File: src/rtl/gc_pkg.sv
// Shared constants for the garbled-circuit gate engine: gate types, sticky error codes, FSM states.
package gc_pkg;

  localparam logic [1:0] GT_AND  = 2'd0;
  localparam logic [1:0] GT_XOR  = 2'd1;
  localparam logic [1:0] GT_BUF  = 2'd2;
  localparam logic [1:0] GT_RSVD = 2'd3;

  localparam logic [2:0] ERR_NONE      = 3'd0;
  localparam logic [2:0] ERR_BUSY      = 3'd1;
  localparam logic [2:0] ERR_CTXT_TYPE = 3'd2;
  localparam logic [2:0] ERR_CTXT_IDX0 = 3'd3;
  localparam logic [2:0] ERR_CTXT_DUP  = 3'd4;
  localparam logic [2:0] ERR_GATE_TYPE = 3'd5;
  localparam logic [2:0] ERR_OUT_DUP   = 3'd6;

  typedef enum logic [2:0] {
    S_IDLE,
    S_FETCH,
    S_HASH,
    S_CTXT,
    S_OUTID,
    S_WRITE
  } state_e;

endpackage

File: src/rtl/gc_ctxt_buf.sv
// Ciphertext row store with valid bits; rows written once per gate, duplicates flagged and ignored.
// Entry 0 is never written (row 0 is implicit), so its valid bit stays clear.
module gc_ctxt_buf #(
  parameter int LABEL_W  = 128,
  parameter int NUM_CTXT = 4,
  parameter int PTR_W    = 2
) (
  input  logic               clk,
  input  logic               rst,
  input  logic               clr_i,
  input  logic               wr_en_i,
  input  logic [PTR_W-1:0]   wr_idx_i,
  input  logic [LABEL_W-1:0] wr_dat_i,
  input  logic [PTR_W-1:0]   rd_idx_i,
  output logic               rd_vld_o,
  output logic [LABEL_W-1:0] rd_dat_o,
  output logic               dup_o
);
  import gc_pkg::*;

  logic [NUM_CTXT-1:0] vld_q, vld_d;
  logic [LABEL_W-1:0]  mem_q [NUM_CTXT];
  logic                wr_ok;

  // A write in the clearing cycle belongs to the next gate, so it is never a duplicate.
  assign dup_o    = wr_en_i && vld_q[wr_idx_i] && !clr_i;
  assign wr_ok    = wr_en_i && !dup_o;
  assign rd_vld_o = vld_q[rd_idx_i];
  assign rd_dat_o = mem_q[rd_idx_i];

  always_comb begin
    vld_d = clr_i ? '0 : vld_q;
    if (wr_ok) vld_d[wr_idx_i] = 1'b1;
  end

  always_ff @(posedge clk) begin
    if (rst) vld_q <= '0;
    else     vld_q <= vld_d;
  end

  always_ff @(posedge clk) begin
    if (wr_ok) mem_q[wr_idx_i] <= wr_dat_i;
  end

endmodule

File: src/rtl/gc_gate_engine.sv
// Garbled-circuit gate evaluator: label fetch, AES hash for AND, ciphertext select, held write request.
// Result reaches wr_req one cycle after rd_done/aes_done when operands are pending; GC_STATS_EN adds gate counters.
module gc_gate_engine #(
  parameter int LABEL_W  = 128,
  parameter int ID_W     = 13,
  parameter int NUM_CTXT = 4,
  parameter int PTR_W    = 2
) (
  input  logic               clk,
  input  logic               rst,
  input  logic [1:0]         gate_type,
  input  logic               gate_strobe,
  input  logic               id_1_strobe,
  input  logic               id_2_strobe,
  input  logic [ID_W-1:0]    in_id,
  input  logic               ctxt_strobe,
  input  logic [PTR_W-1:0]   ctxt_idx,
  input  logic [LABEL_W-1:0] ctxt,
  input  logic               out_strobe,
  input  logic [ID_W-1:0]    out_id,
  output logic               rd_req,
  output logic [ID_W-1:0]    rd_id,
  input  logic               rd_done,
  input  logic [LABEL_W-1:0] rd_label,
  input  logic [PTR_W-1:0]   rd_ptr,
  output logic               aes_start,
  output logic [LABEL_W-1:0] aes_in,
  input  logic               aes_done,
  input  logic [LABEL_W-1:0] aes_out,
  output logic               wr_req,
  output logic [ID_W-1:0]    wr_id,
  output logic [LABEL_W-1:0] wr_label,
  input  logic               wr_ack,
  output logic               busy,
  output logic [2:0]         err_code,
  input  logic               err_clr
`ifdef GC_STATS_EN
  ,
  output logic [31:0]        and_cnt,
  output logic [31:0]        xor_cnt,
  output logic [31:0]        buf_cnt
`endif
);
  import gc_pkg::*;

  state_e             state_q, state_d;
  logic [1:0]         type_q, type_d;
  logic               hdr_vld_q, hdr_vld_d;
  logic               rd_req_q, rd_req_d;
  logic [ID_W-1:0]    rd_id_q, rd_id_d;
  logic               aes_start_q, aes_start_d;
  logic [LABEL_W-1:0] aes_in_q, aes_in_d;
  logic [PTR_W-1:0]   ptr_q, ptr_d;
  logic [LABEL_W-1:0] result_q, result_d;
  logic [ID_W-1:0]    out_id_q, out_id_d;
  logic               out_pend_q, out_pend_d;
  logic               wr_req_q, wr_req_d;
  logic [2:0]         err_q, err_d, new_err;
  logic               fin, e_busy, e_rsvd, e_idx0, e_type, e_out_dup;
  logic               hdr_ok, is_and, have_out, ctxt_hit, gate_done, buf_wr, buf_vld, buf_dup;
  logic [LABEL_W-1:0] buf_dat;

  assign gate_done = (state_q == S_WRITE) && wr_ack;
  assign hdr_ok    = (state_q == S_IDLE) || gate_done;
  // Ciphertexts seen before any header are assumed to belong to an upcoming AND gate.
  assign is_and    = !hdr_vld_q || (type_q == GT_AND);
  assign buf_wr    = ctxt_strobe && (ctxt_idx != '0) && is_and;
  assign have_out  = out_pend_q || out_strobe;
  assign ctxt_hit  = ctxt_strobe && (ctxt_idx == ptr_q);

  gc_ctxt_buf #(.LABEL_W(LABEL_W), .NUM_CTXT(NUM_CTXT), .PTR_W(PTR_W)) u_ctxt_buf (
    .clk      (clk),
    .rst      (rst),
    .clr_i    (gate_done),
    .wr_en_i  (buf_wr),
    .wr_idx_i (ctxt_idx),
    .wr_dat_i (ctxt),
    .rd_idx_i (ptr_q),
    .rd_vld_o (buf_vld),
    .rd_dat_o (buf_dat),
    .dup_o    (buf_dup)
  );

  always_comb begin
    state_d = state_q;   type_d = type_q;     hdr_vld_d = hdr_vld_q;
    rd_req_d = 1'b0;     rd_id_d = rd_id_q;   aes_start_d = 1'b0;
    aes_in_d = aes_in_q; ptr_d = ptr_q;       result_d = result_q;
    out_id_d = out_id_q; out_pend_d = out_pend_q;
    wr_req_d = wr_req_q; err_d = err_q;       new_err = ERR_NONE;
    fin = 1'b0; e_busy = 1'b0; e_rsvd = 1'b0; e_idx0 = 1'b0; e_type = 1'b0; e_out_dup = 1'b0;

    case (state_q)
      S_IDLE: begin
        if (id_1_strobe || id_2_strobe) rd_id_d = in_id;
        if (hdr_vld_q && ((id_2_strobe && type_q != GT_BUF) || (id_1_strobe && type_q == GT_BUF))) begin
          rd_req_d = 1'b1;
          state_d  = S_FETCH;
        end
      end
      S_FETCH: if (rd_done) begin
        ptr_d = rd_ptr;
        if (type_q == GT_AND) begin
          aes_in_d    = rd_label;
          aes_start_d = 1'b1;
          state_d     = S_HASH;
        end else begin
          result_d = rd_label;
          fin      = 1'b1;
        end
      end
      S_HASH: if (aes_done) begin
        fin = 1'b1;
        if (ptr_q == '0)   result_d = aes_out;
        else if (buf_vld)  result_d = aes_out ^ buf_dat;
        else if (ctxt_hit) result_d = aes_out ^ ctxt;
        else begin
          // Park the hash in result_q; the late ciphertext is folded in from CTXT.
          result_d = aes_out;
          fin      = 1'b0;
          state_d  = S_CTXT;
        end
      end
      S_CTXT: if (ctxt_hit) begin
        result_d = result_q ^ ctxt;
        fin      = 1'b1;
      end
      S_OUTID: if (have_out) begin
        wr_req_d = 1'b1;
        state_d  = S_WRITE;
      end
      S_WRITE: if (wr_ack) begin
        wr_req_d   = 1'b0;
        hdr_vld_d  = 1'b0;
        out_pend_d = 1'b0;
        state_d    = S_IDLE;
      end
      default: state_d = S_IDLE;
    endcase

    if (fin) begin
      if (have_out) begin
        wr_req_d = 1'b1;
        state_d  = S_WRITE;
      end else begin
        state_d = S_OUTID;
      end
    end

    if (gate_strobe) begin
      if (!hdr_ok) e_busy = 1'b1;
      else if (gate_type == GT_RSVD) begin
        e_rsvd    = 1'b1;
        hdr_vld_d = 1'b0;
      end else begin
        type_d    = gate_type;
        hdr_vld_d = 1'b1;
      end
    end
    if ((id_1_strobe || id_2_strobe) && state_q != S_IDLE) e_busy = 1'b1;

    if (ctxt_strobe) begin
      if (ctxt_idx == '0) e_idx0 = 1'b1;
      else if (!is_and)   e_type = 1'b1;
    end

    if (out_strobe) begin
      if (out_pend_q && !gate_done) e_out_dup = 1'b1;
      else begin
        out_id_d   = out_id;
        out_pend_d = 1'b1;
      end
    end

    if (e_busy)         new_err = ERR_BUSY;
    else if (e_rsvd)    new_err = ERR_GATE_TYPE;
    else if (e_idx0)    new_err = ERR_CTXT_IDX0;
    else if (e_type)    new_err = ERR_CTXT_TYPE;
    else if (buf_dup)   new_err = ERR_CTXT_DUP;
    else if (e_out_dup) new_err = ERR_OUT_DUP;

    if (err_clr)                err_d = ERR_NONE;
    else if (err_q == ERR_NONE) err_d = new_err;
  end

  always_ff @(posedge clk) begin
    if (rst) begin
      state_q <= S_IDLE;  type_q <= GT_AND;   hdr_vld_q <= 1'b0;
      rd_req_q <= 1'b0;   rd_id_q <= '0;      aes_start_q <= 1'b0;
      aes_in_q <= '0;     ptr_q <= '0;        result_q <= '0;
      out_id_q <= '0;     out_pend_q <= 1'b0; wr_req_q <= 1'b0;
      err_q <= ERR_NONE;
    end else begin
      state_q <= state_d;   type_q <= type_d;         hdr_vld_q <= hdr_vld_d;
      rd_req_q <= rd_req_d; rd_id_q <= rd_id_d;       aes_start_q <= aes_start_d;
      aes_in_q <= aes_in_d; ptr_q <= ptr_d;           result_q <= result_d;
      out_id_q <= out_id_d; out_pend_q <= out_pend_d; wr_req_q <= wr_req_d;
      err_q <= err_d;
    end
  end

  assign rd_req    = rd_req_q;
  assign rd_id     = rd_id_q;
  assign aes_start = aes_start_q;
  assign aes_in    = aes_in_q;
  assign wr_req    = wr_req_q;
  assign wr_id     = out_id_q;
  assign wr_label  = result_q;
  assign busy      = (state_q != S_IDLE);
  assign err_code  = err_q;

`ifdef GC_STATS_EN
  always_ff @(posedge clk) begin
    if (rst) begin
      and_cnt <= '0;
      xor_cnt <= '0;
      buf_cnt <= '0;
    end else if (gate_done) begin
      case (type_q)
        GT_AND:  and_cnt <= and_cnt + 32'd1;
        GT_XOR:  xor_cnt <= xor_cnt + 32'd1;
        GT_BUF:  buf_cnt <= buf_cnt + 32'd1;
        default: ;
      endcase
    end
  end
`endif

endmodule

File: config.mk
export PLATFORM = sky130hd
export DESIGN_NAME = gc_gate_engine
export DESIGN_NICKNAME = d
export VERILOG_FILES = /design/src/rtl/gc_pkg.sv /design/src/rtl/gc_ctxt_buf.sv /design/src/rtl/gc_gate_engine.sv
export SDC_FILE = /design/constraint.sdc
export NUM_CORES = 1
export LEC_CHECK = 0
export ABC_AREA = 1
export BUFFER_PORTS_ARGS = -buffer_cell sky130_fd_sc_hd__buf_2
export CAP_MARGIN = 20
export CORE_ASPECT_RATIO = 0.7
export CORE_MARGIN = 10
export CORE_UTILIZATION = 25
export DETAILED_ROUTE_END_ITERATION = 16
export GPL_TIMING_DRIVEN = 0
export PLACE_DENSITY = 0.49
export RECOVER_POWER = 25
export REMOVE_ABC_BUFFERS = 1
export SLEW_MARGIN = 20
export SYNTH_ARGS = -nofsm -noshare
export SYNTH_HDL_FRONTEND = slang
export SYNTH_HIERARCHICAL = 1
export SYNTH_SLANG_ARGS = --single-unit
File: constraint.sdc
create_clock -name clk -period 5.5 [get_ports clk]
set_input_delay 0.55 -clock clk [delete_from_list [all_inputs] [get_ports clk]]
set_output_delay 0.55 -clock clk [all_outputs]
set_load 0.05 [all_outputs]
==> flow_summary.json <==
{
  "detailedRoute.firstIterationViolations": 2051,
  "viasPerCell": 4.60,
  "slew_headroom": 0.533,
  "yosys_warnings": 6,
  "initial_utilization": 0.251,
  "hold_violations": 0,
  "cts_hold_buffers": 0,
  "drt-met1-wl_um": 55900,
  "setup_repair_after_global_routing_missed_its_margin": "no",
  "fmax_mhz": 198,
  "pin_count_of_the_biggest_net_entering_global_routing": 132,
  "timing.critical_path.cells": "buf_16, buf_16, inv_8, o21ai_0, o22ai_4, buf_12, buf_16, buf_16, buf_16, inv_8, buf_16, nand2_4, buf_12, buf_16, a21oi_1, nor2_1, nand2_1, a21oi_1",
  "critical_path_class": "flop to flop",
  "drc": 0,
  "hold_path.class": "input pin to flop",
  "clock_tree.htree_level_count": 3,
  "critical_path.most_common_cell": "buf_16",
  "synth_sequential_area_ratio": 0.576,
  "power.ir.vdd_worst_mv": 0.296,
  "clock-sinks": 813,
  "cellPowerDensity_mw_per_mm2": 488,
  "clock_latency_on_the_worst_skew_pair_ps": 680,
  "placed_cells_incl_taps": 6668,
  "dr_wl_met3_um": 6520,
  "syn2layout_area_growth_pct": 24.2,
  "cts_buffers": 93,
  "fin_worst_hold_slack_ps": 126,
  "status": "finished clean",
  "finalCriticalPeriod_ps": 5060,
  "std_cell_rows": 118,
  "ys_top_cells_by_count": "822 x nor2_1, 512 x edfxtp_1, 465 x nand2_1",
  "clockRootBuffer": "clkbuf_16",
  "fin_nets": 5213,
  "synth_cell_types": 28,
  "rr_worst_depth": 18,
  "die_area_mm2": 0.165,
  "netlist_area_mm2": 0.0372,
  "placed_area_mm2": 0.0433,
  "power.leakage_nw": 18.2,
  "setup_viol": 0,
  "worst_setup_path_end_kind": "flop",
  "antenna_left": 0,
  "average_size_of_a_mapped_cell_um2": 8.84,
  "detail_route.wirelength_um": 127000,
  "first_global_vias": 30500,
  "synthesis.instances": 4202,
  "proportion_of_register_bits_with_asynchronous_set_or_reset_after_synthesis": 0,
  "worst-slew-pin-transition_ps": 701,
  "cts_tree": "done",
  "ratio_of_cells_with_drive_above_1_in_the_final_layout": 0.170,
  "timing.final.crit_share": 0.919,
  "yosys-top-cells-area": "edfxtp_1 41%, dfxtp_1 16%, nor2_1 8.3%",
  "antenna_found_initial": 27,
  "number_of_i_o_port_buffers": 715,
  "grt_util_all_layers": 0.146,
  "final_cell_count_no_fill": 6864,
  "met2_length_um": 60900,
  "synth_ff_type": "edfxtp_1",
  "most_numerous_cell_in_the_yosys_netlist": "nor2_1",
  "timing.critical_path.required_ps": 6070,
  "fillCellCount": 15500,
  "synth_top_area_cell": "edfxtp_1",
  "cp_slowest_cell": "dfxtp_4",
  "place_hpwl_um": 85700,
  "drv_slew": 0,
  "clock_tree.buffer_depth": 3,
  "cts_repair_resize_count": 0,
  "io_pins": 716,
  "total_power_consumption_of_the_routed_design_mw": 22.5,
  "ys_ff_latch": 813,
  "finish.instance_area_mm2": 0.0462,
  "wl_per_cell_um": 18.5,
  "gpl.final_weighted_congestion": 0.751,
  "preCtsSetupSlack_ps": 281,
  "fin_worst_skew_ps": 23.5,
  "die_h_um": 343,
  "hold-path-cell-count": 3,
  "max_cap_viol_count": 0,
  "wire_length_of_the_first_global_routing_pass_um": 191000,
  "synth_top_area_frac": 0.414,
  "core_mm2": 0.148,
  "worstSetupStartpointType": "flop",
  "clk_pin_slew_worst_paths_ps": 60,
  "cp.arrival_ps": 5620,
  "routed.top_layer": "met5",
  "synth_edf_count": 512,
  "die_x_um": 481,
  "drt_pass1_iterations": 5,
  "globalRoute.totalOverflow": 0,
  "routed-via-count": 31600,
  "final_critical_path_setup_slack_ps": 443,
  "post_cts_setup_buffer_count": 0,
  "cpPeakStageDelay_ps": 670,
  "path_max_fanout": 87
}
where the power goes:
part / switching, mW / internal [mW] / total (mW) / leakage [nW]
logic: 6.17 / 2.43 / 8.60 / 9.68
registers: 0.562 / 7.28 / 7.84 / 7.14
clock network: 2.62 / 3.47 / 6.09 / 1.40
total: 9.35 / 13.2 / 22.5 / 18.2
cells by family after synthesis:
family / share of synthesized area
DFF: 0.576
AOI/OAI and AO/OA: 0.172
xor gates and xnor gates: 0.0302
and+or+nand+nor: 0.153
buffers and inverters: 0.0692
critical path, delay by kind of cell, from the launching register on:
family          cells  cell delay [ps]
compound gates      4              640
buf+inv            11             2500
flops               1              670
simple gates        3              560
stage by stage:
stage           util  TNS (ps)
2_1_floorplan      -  -1596180
3_3_place_gp   0.283  -6400940
3_5_place_dp   0.293         0
4_1_cts        0.313         0
5_1_grt        0.312         0
6_report       0.312         0
flip-flops by register name (all words and copies together) (netlist names):
signal,count
wr_id,13
hdr_vld_q,1
u_ctxt_buf/vld_q,4
aes_start,1
err_code,3
u_ctxt_buf/mem_q,512
state_q,3
rd_id,13
ptr_q,2
wr_label,128
rd_req,1
out_pend_q,1
aes_in,128
type_q,2
wr_req,1
path summary, 6_finish.rpt:
check	startpoint	endpoint	slack [ps]
max	ptr_q[1]$_SDFFE_PP0P_	wr_label[60]$_SDFFE_PP0P_	440
min	rd_label[3]	aes_in[3]$_SDFFE_PP0P_	130
max reg2reg	ptr_q[1]$_SDFFE_PP0P_	wr_label[60]$_SDFFE_PP0P_	440
min reg2reg	rd_id[0]$_SDFFE_PP0P_	rd_id[0]$_SDFFE_PP0P_	460
placed cells by master, fill, tap and decap left out, types with 2 or more instances in the layout:
cell        Yosys  routed
nor2_1        822     822
buf_2          85     607
edfxtp_1      512     512
nand2_1       465     462
o21ai_0       441     441
a21oi_1       414     414
dfxtp_1       301     299
inv_1         300     293
o22ai_1       257     256
nand3_1       158     157
clkbuf_1      134     137
xnor2_1       128     128
clkbuf_16       0      95
o21ai_1        94      94
buf_16          0      38
diode_2         0      19
buf_6          17      17
clkinv_1        0      14
clkinv_2        0      11
clkinvlp_4      0       9
inv_8           0       8
inv_6           0       7
buf_12          0       6
inv_2           6       5
bufinv_16       0       5
nand2_4         0       3
clkbuf_8        0       3
a211oi_1        2       2
nand3_4         0       2
nor3_1          2       2
nand4_1         2       2
dfxtp_4         0       2
buf_4          23       2
layout make-up:
class,count,area [µm²],area share
well taps,1980,2480,0.0537
clock inverters,47,403,0.00873
multi-input cells,2792,13200,0.287
flip-flops and latches,813,21400,0.464
repair buffers,779,4830,0.105
clock buffers,127,2530,0.0547
diodes,19,47.5,0.00103
inverters,307,1230,0.0266
per-layer routing:
layer	global-route usage	vias to the layer above
li1	-	15500
met1	0.187	15100
met2	0.246	732
met3	0.0324	197
met4	0.0437	18
met5	0	-
No activity file was read; power rests on OpenSTA's default activity.
